$ cat src/rtl/vga_box_glider.sv
// ============================================================================
// Module   : vga_box_glider
// Purpose  : Keyboard-driven rectangle renderer. Moves a box by tap or glide,
//            cycles its colour and emits registered RGB pixels.
// Option   : VGA_BOX_GLIDER_WRAP_EN wraps the box around at the screen edges.
// Revision : 1.0  initial release
// ============================================================================
`default_nettype none

module vga_box_glider #(
    parameter int H_ACTIVE    = 1024,
    parameter int V_ACTIVE    = 768,
    parameter int H_START     = 320,
    parameter int V_START     = 38,
    parameter int BOX_W       = 128,
    parameter int BOX_H       = 96,
    parameter int STEP_X      = 64,
    parameter int STEP_Y      = 48,
    parameter int TICK_CYCLES = 650000
) (
    input  logic        clk,
    input  logic        rst_n,
    input  logic [11:0] h_counter,
    input  logic [11:0] v_counter,
    input  logic        video_active,
    input  logic [7:0]  kbd_signal,
    input  logic        kbd_ready,
    output logic [7:0]  rgb_r,
    output logic [7:0]  rgb_g,
    output logic [7:0]  rgb_b,
    output logic [11:0] box_x,
    output logic [11:0] box_y,
    output logic        gliding
);

`ifdef VGA_BOX_GLIDER_WRAP_EN
    localparam bit c_wrap_en = 1'b1;
`else
    localparam bit c_wrap_en = 1'b0;
`endif

    localparam int               c_tick_w    = $clog2(TICK_CYCLES);
    localparam logic [c_tick_w-1:0] c_tick_last = c_tick_w'(TICK_CYCLES - 1);
    localparam logic [11:0]      c_xmax      = 12'(H_ACTIVE - BOX_W);
    localparam logic [11:0]      c_ymax      = 12'(V_ACTIVE - BOX_H);
    localparam logic [11:0]      c_step_x    = 12'(STEP_X);
    localparam logic [11:0]      c_step_y    = 12'(STEP_Y);
    localparam logic [12:0]      c_h_start   = 13'(H_START);
    localparam logic [12:0]      c_v_start   = 13'(V_START);
    localparam logic [12:0]      c_box_w     = 13'(BOX_W);
    localparam logic [12:0]      c_box_h     = 13'(BOX_H);

    localparam logic [7:0] c_key_w     = 8'h57;
    localparam logic [7:0] c_key_s     = 8'h53;
    localparam logic [7:0] c_key_a     = 8'h41;
    localparam logic [7:0] c_key_d     = 8'h44;
    localparam logic [7:0] c_key_g     = 8'h47;
    localparam logic [7:0] c_key_space = 8'h20;
    localparam logic [7:0] c_key_c     = 8'h43;

    typedef enum logic [0:0] {ST_IDLE = 1'b0, ST_GLIDE = 1'b1} state_t;
    typedef enum logic [1:0] {DIR_UP, DIR_DOWN, DIR_LEFT, DIR_RIGHT} dir_t;

    state_t                r_state, w_state_nxt;
    dir_t                  r_dir, w_dir_nxt, w_key_dir, w_step_dir;
    logic                  r_kbd_r1, r_kbd_r2;
    logic [c_tick_w-1:0]   r_tick_cnt;
    logic [1:0]            r_color_idx, w_color_nxt;
    logic [11:0]           r_box_x, r_box_y, w_x_nxt, w_y_nxt;
    logic [12:0]           w_x_inc, w_y_inc, w_h_lo, w_h_hi, w_v_lo, w_v_hi;
    logic [23:0]           r_rgb, w_pal;
    logic                  w_evt, w_tick, w_step_en, w_hit;

    // Falling edge of the two-flop synchronised key strobe
    assign w_evt  = ~r_kbd_r1 & r_kbd_r2;
    assign w_tick = (r_tick_cnt == c_tick_last);

    always_comb begin
        w_key_dir = DIR_RIGHT;
        case (kbd_signal)
            c_key_w: w_key_dir = DIR_UP;
            c_key_s: w_key_dir = DIR_DOWN;
            c_key_a: w_key_dir = DIR_LEFT;
            default: w_key_dir = DIR_RIGHT;
        endcase
    end

    // A key event always wins; a glide tick landing on the same cycle is lost
    always_comb begin
        w_state_nxt = r_state;
        w_dir_nxt   = r_dir;
        w_color_nxt = r_color_idx;
        w_step_en   = 1'b0;
        w_step_dir  = r_dir;
        if (w_evt) begin
            case (kbd_signal)
                c_key_w, c_key_a, c_key_s, c_key_d: begin
                    w_dir_nxt = w_key_dir;
                    if (r_state == ST_IDLE) begin
                        w_step_en  = 1'b1;
                        w_step_dir = w_key_dir;
                    end
                end
                c_key_g:     w_state_nxt = (r_state == ST_IDLE) ? ST_GLIDE : ST_IDLE;
                c_key_space: w_state_nxt = ST_IDLE;
                c_key_c:     w_color_nxt = r_color_idx + 2'd1;
                default:     ;
            endcase
        end else if (w_tick && (r_state == ST_GLIDE)) begin
            w_step_en = 1'b1;
        end
    end

    always_comb begin
        w_x_nxt = r_box_x;
        w_y_nxt = r_box_y;
        w_x_inc = {1'b0, r_box_x} + {1'b0, c_step_x};
        w_y_inc = {1'b0, r_box_y} + {1'b0, c_step_y};
        if (w_step_en) begin
            case (w_step_dir)
                DIR_LEFT:
                    if (c_wrap_en && r_box_x == 12'd0) w_x_nxt = c_xmax;
                    else if (r_box_x < c_step_x)       w_x_nxt = 12'd0;
                    else                               w_x_nxt = r_box_x - c_step_x;
                DIR_RIGHT:
                    if (c_wrap_en && r_box_x == c_xmax)  w_x_nxt = 12'd0;
                    else if (w_x_inc > {1'b0, c_xmax})   w_x_nxt = c_xmax;
                    else                                 w_x_nxt = w_x_inc[11:0];
                DIR_UP:
                    if (c_wrap_en && r_box_y == 12'd0) w_y_nxt = c_ymax;
                    else if (r_box_y < c_step_y)       w_y_nxt = 12'd0;
                    else                               w_y_nxt = r_box_y - c_step_y;
                default:
                    if (c_wrap_en && r_box_y == c_ymax)  w_y_nxt = 12'd0;
                    else if (w_y_inc > {1'b0, c_ymax})   w_y_nxt = c_ymax;
                    else                                 w_y_nxt = w_y_inc[11:0];
            endcase
        end
    end

    always_comb begin
        w_h_lo = c_h_start + {1'b0, r_box_x};
        w_h_hi = w_h_lo + c_box_w;
        w_v_lo = c_v_start + {1'b0, r_box_y};
        w_v_hi = w_v_lo + c_box_h;
        w_hit  = video_active
               && ({1'b0, h_counter} >= w_h_lo) && ({1'b0, h_counter} < w_h_hi)
               && ({1'b0, v_counter} >= w_v_lo) && ({1'b0, v_counter} < w_v_hi);
        case (r_color_idx)
            2'd0:    w_pal = 24'hA020F0;
            2'd1:    w_pal = 24'hFF0000;
            2'd2:    w_pal = 24'h00FF00;
            default: w_pal = 24'h00FFFF;
        endcase
    end

    always_ff @(posedge clk) begin
        if (!rst_n) r_state <= ST_IDLE;
        else        r_state <= w_state_nxt;
    end

    always_ff @(posedge clk) begin
        if (!rst_n) begin
            r_kbd_r1    <= 1'b0;
            r_kbd_r2    <= 1'b0;
            r_tick_cnt  <= '0;
            r_dir       <= DIR_RIGHT;
            r_color_idx <= 2'd0;
            r_box_x     <= 12'd0;
            r_box_y     <= 12'd0;
            r_rgb       <= 24'h0;
        end else begin
            r_kbd_r1    <= kbd_ready;
            r_kbd_r2    <= r_kbd_r1;
            r_tick_cnt  <= w_tick ? '0 : r_tick_cnt + 1'b1;
            r_dir       <= w_dir_nxt;
            r_color_idx <= w_color_nxt;
            r_box_x     <= w_x_nxt;
            r_box_y     <= w_y_nxt;
            r_rgb       <= w_hit ? w_pal : 24'h0;
        end
    end

    assign rgb_r   = r_rgb[23:16];
    assign rgb_g   = r_rgb[15:8];
    assign rgb_b   = r_rgb[7:0];
    assign box_x   = r_box_x;
    assign box_y   = r_box_y;
    assign gliding = (r_state == ST_GLIDE);

endmodule

`default_nettype wire

$ cat config.mk
export PLATFORM = sky130hd
export DESIGN_NAME = vga_box_glider
export DESIGN_NICKNAME = d
export VERILOG_FILES = /design/src/rtl/vga_box_glider.sv
export SDC_FILE = /design/constraint.sdc
export NUM_CORES = 1
export LEC_CHECK = 0
export CAP_MARGIN = 10
export CORE_MARGIN = 10
export CORE_UTILIZATION = 47
export DETAILED_ROUTE_END_ITERATION = 16
export PLACE_DENSITY = 0.77
export SLEW_MARGIN = 20
export SYNTH_ARGS = -nofsm -noshare
export SYNTH_HDL_FRONTEND = slang
export SYNTH_SLANG_ARGS = --single-unit
$ cat constraint.sdc
create_clock -name clk -period 2.7 [get_ports clk]
set_input_delay 0.54 -clock clk [delete_from_list [all_inputs] [get_ports clk]]
set_output_delay 0.54 -clock clk [all_outputs]
set_load 0.03 [all_outputs]
==> results.cfg, run 1 <==
[global_routing]
track_usage_pct = 15.9
overflow = 0
grt_max_degree = 19
antenna_found_initial = 0
grt_pass1_wl_microns = 17700
grt_pass1_vias = 3818

[cts]
cts_made_buffers = 5
holdBufCountCts = 0
ctsLongestPathBuffers = 2
cts.sinks = 47
clk_pin_slew_ns = 0.09
cts_tree = built
clk_latency_ns = 0.31
htreeDepth = 2
root_buffer = clkbuf_8

[routing]
ant_nets = 0
routedWlPerCell_microns = 15.1
drc = 0
wl_microns = 10900
firstDrtPassIters = 5
via_per_inst = 5.62
routed-via-count = 4036
drt_iter0_drc = 215

[setup_path]
slowest_stage = or4_4
max_stage_delay_ns = 0.42
crit_fanout = 5
endpoint_kind = register
crit_family = simple AND/OR/NAND/NOR gates
crit_type = reg -> reg
worstPathCellList = xnor2_2 -> ha_2 -> o21ai_2 -> nand2_2 -> nor2_2 -> xnor2_1 -> ha_2 -> or4_4 -> a221oi_2 -> o211ai_1 -> a22oi_1 -> nand4_1 -> buf_4 -> nor2_1
crit_buf_inv = 1
worstSetupStartpointType = register
critPathRequiredTime_ns = 2.94
critPathMostFrequentCell = ha_2
arrival_ns = 2.90
reg2reg_slack_ns = 0.04

[sta]
clock_skew_ns = 0.0118
post-route-min-period_ns = 2.66
rsz0062_at_grt = yes
finalHoldViolCount = 0
max_freq_mhz = 376
finalMaxSlewViolations = 0
tightest_slew_ns = 0.568
setup_viol = 0
slew_headroom_pct = 62.1
post-route-period-util_pct = 98.6
whs_ns = 0.451

[floorplanning]
num_io_pins = 85
core-area_sq_mm = 0.00830
fp.dieW_microns = 113
die_area_sq_mm = 0.0127
fp-row-count = 33
initial_core_util_pct = 48.9
die_height_microns = 113

[logic_synthesis]
syn_avg_cell_area_sq_um = 7.62
ys_seq_area_share_pct = 23.2
synth_top_area_cell = dfxtp_1
synthTopCellsByArea = dfxtp_1 23%, ha_1 12%, nor2_1 5.6%
synth_edf_count = 0
synth_area_sq_mm = 0.00406
synth_commonest_cells = 61 x nor2_1, 47 x dfxtp_1, 40 x ha_1
synth.most_common_cell = nor2_1
synth_cell_types = 59
synthArstFlopShare_pct = 0
ys_warn_count = 0
syn-instance-count = 532
ys_ff_latch = 47
yosys_most_used_dff = dfxtp_1
synth_top_area_share_pct = 23.2

[placement]
placed_cells = 706
place_area_sq_mm = 0.00499
gp_congestion = 0.925
hpwl_microns = 8390
io_buffers = 67

[flow_run]
drv_cap = 0

[power]
power_density_mw_per_mm2 = 253
cellLeakagePower_nw = 2.01
ir_worst_vdd_mv = 0.190

[layout]
n_fill_cell = 742
antenna_cells = 0
areaGrowthSynthToFinish_pct = 28.6
instances_no_fill = 718
final_area_sq_mm = 0.00522
nNetsFinal = 688
drive_gt1_share_pct = 16.0

[hold_path]
hp-class = reg -> reg

[run_status]
outcome = finished, final reports clean
[metal layers]
| metal | vias to the layer above | wire (microns) | global-route usage, % |
|---|---|---|---|
| li1 | 2014 | - | - |
| met1 | 1877 | 4810 | 19.5 |
| met2 | 131 | 5110 | 27.0 |
| met3 | 14 | 799 | 4.12 |
| met4 | 0 | 153 | 3.64 |
| met5 | - | 0 | 0 |
[per-stage QoR]
| stage | utilization (%) | setup TNS [ns] | power, mW | setup slack (ns) |
|---|---|---|---|---|
| after detailed placement | 60.1 | -3.47 | 0.894 | -0.362 |
| final | 62.9 | 0 | 1.32 | 0.0369 |
| after floorplan | - | 0 | 0.821 | 0.00269 |
| after global placement | 60.1 | -2.88 | 0.889 | -0.295 |
| after CTS | 61.5 | 0 | 1.32 | 0.00256 |
| after global routing | 62.9 | -0.245 | 1.36 | -0.0492 |
[area by class of cell]
type                            count  area, sq um  area share [%]
Clock inverter                      2         12.5           0.240
Sequential cell                    47          957            18.3
Timing Repair Buffer              125         1120            21.5
Tap cell                          105          131            2.52
Multi-Input combinational cell    415         2850            54.7
Inverter                           18         67.6            1.30
Clock buffer                        6         72.6            1.39
[flip-flops by register name, indices dropped and copies added, names as in the netlist]
| signal | cells |
|---|---|
| gliding | 1 |
| r_kbd_r1 | 1 |
| r_tick_cnt | 20 |
| r_kbd_r2 | 1 |
| box_x | 6 |
| r_dir | 2 |
| box_y | 8 |
| r_rgb | 6 |
| r_color_idx | 2 |
[placed cells by master (no fill, tap or decap), types with 18 or more instances in the layout]
master            n
clkdlybuf4s50_1  64
nor2_1           59
buf_4            56
dfxtp_1          42
ha_1             36
nand2_1          32
a21oi_1          26
nand3_1          24
o21ai_0          22
xnor2_1          20
nor3_1           20
inv_1            18
[final timing paths]
check / from / end / depth (start not counted)
hold / removal: r_kbd_r1 / r_kbd_r2 / 1
setup reg to reg: box_y[5] / r_rgb[13] / 14
setup / recovery: box_y[5] / r_rgb[13] / 14
hold reg to reg: r_kbd_r1 / r_kbd_r2 / 1
[worst register-to-register path: stages, from the launching register on]
cell and delay [ns]:
dfxtp_4 0.38, xnor2_2 0.14, ha_2 0.18, o21ai_2 0.13
nand2_2 0.08, nor2_2 0.09, xnor2_1 0.07, ha_2 0.18
or4_4 0.42, a221oi_2 0.17, o211ai_1 0.14, a22oi_1 0.16
nand4_1 0.17, buf_4 0.20, nor2_1 0.08
[repair_timing]
item	4_1_cts	5_1_grt
pin swaps	7	13
gates resized for setup	5	23
buffers inserted	1	3
endpoints found under the setup margin	8	16
[cells by family after synthesis]
logic type                 Yosys count  share of synthesized area (%)
xor gates and xnor gates            39                           8.42
DFF                                 47                           23.2
muxes                                4                           1.14
adders and majority gates           40                           12.3
and+or+nand+nor                    213                           27.2
buffers and inverters               79                           9.97
other                                1                         0.0925
AOI/OAI and AO/OA                  109                           17.6
[where the power goes]
| group | internal (mW) | switching, mW |
|---|---|---|
| registers | 0.695 | 0.00427 |
| clock network | 0.182 | 0.254 |
| logic | 0.0892 | 0.0943 |
(Power assumes the default switching activity.)
==> inputs of run 2 (changes only) <==
SLEW_MARGIN = not set   (was 20)
==> results of run 2 <==
No change in the layout: final DEF, timing and power equal those of run 1.
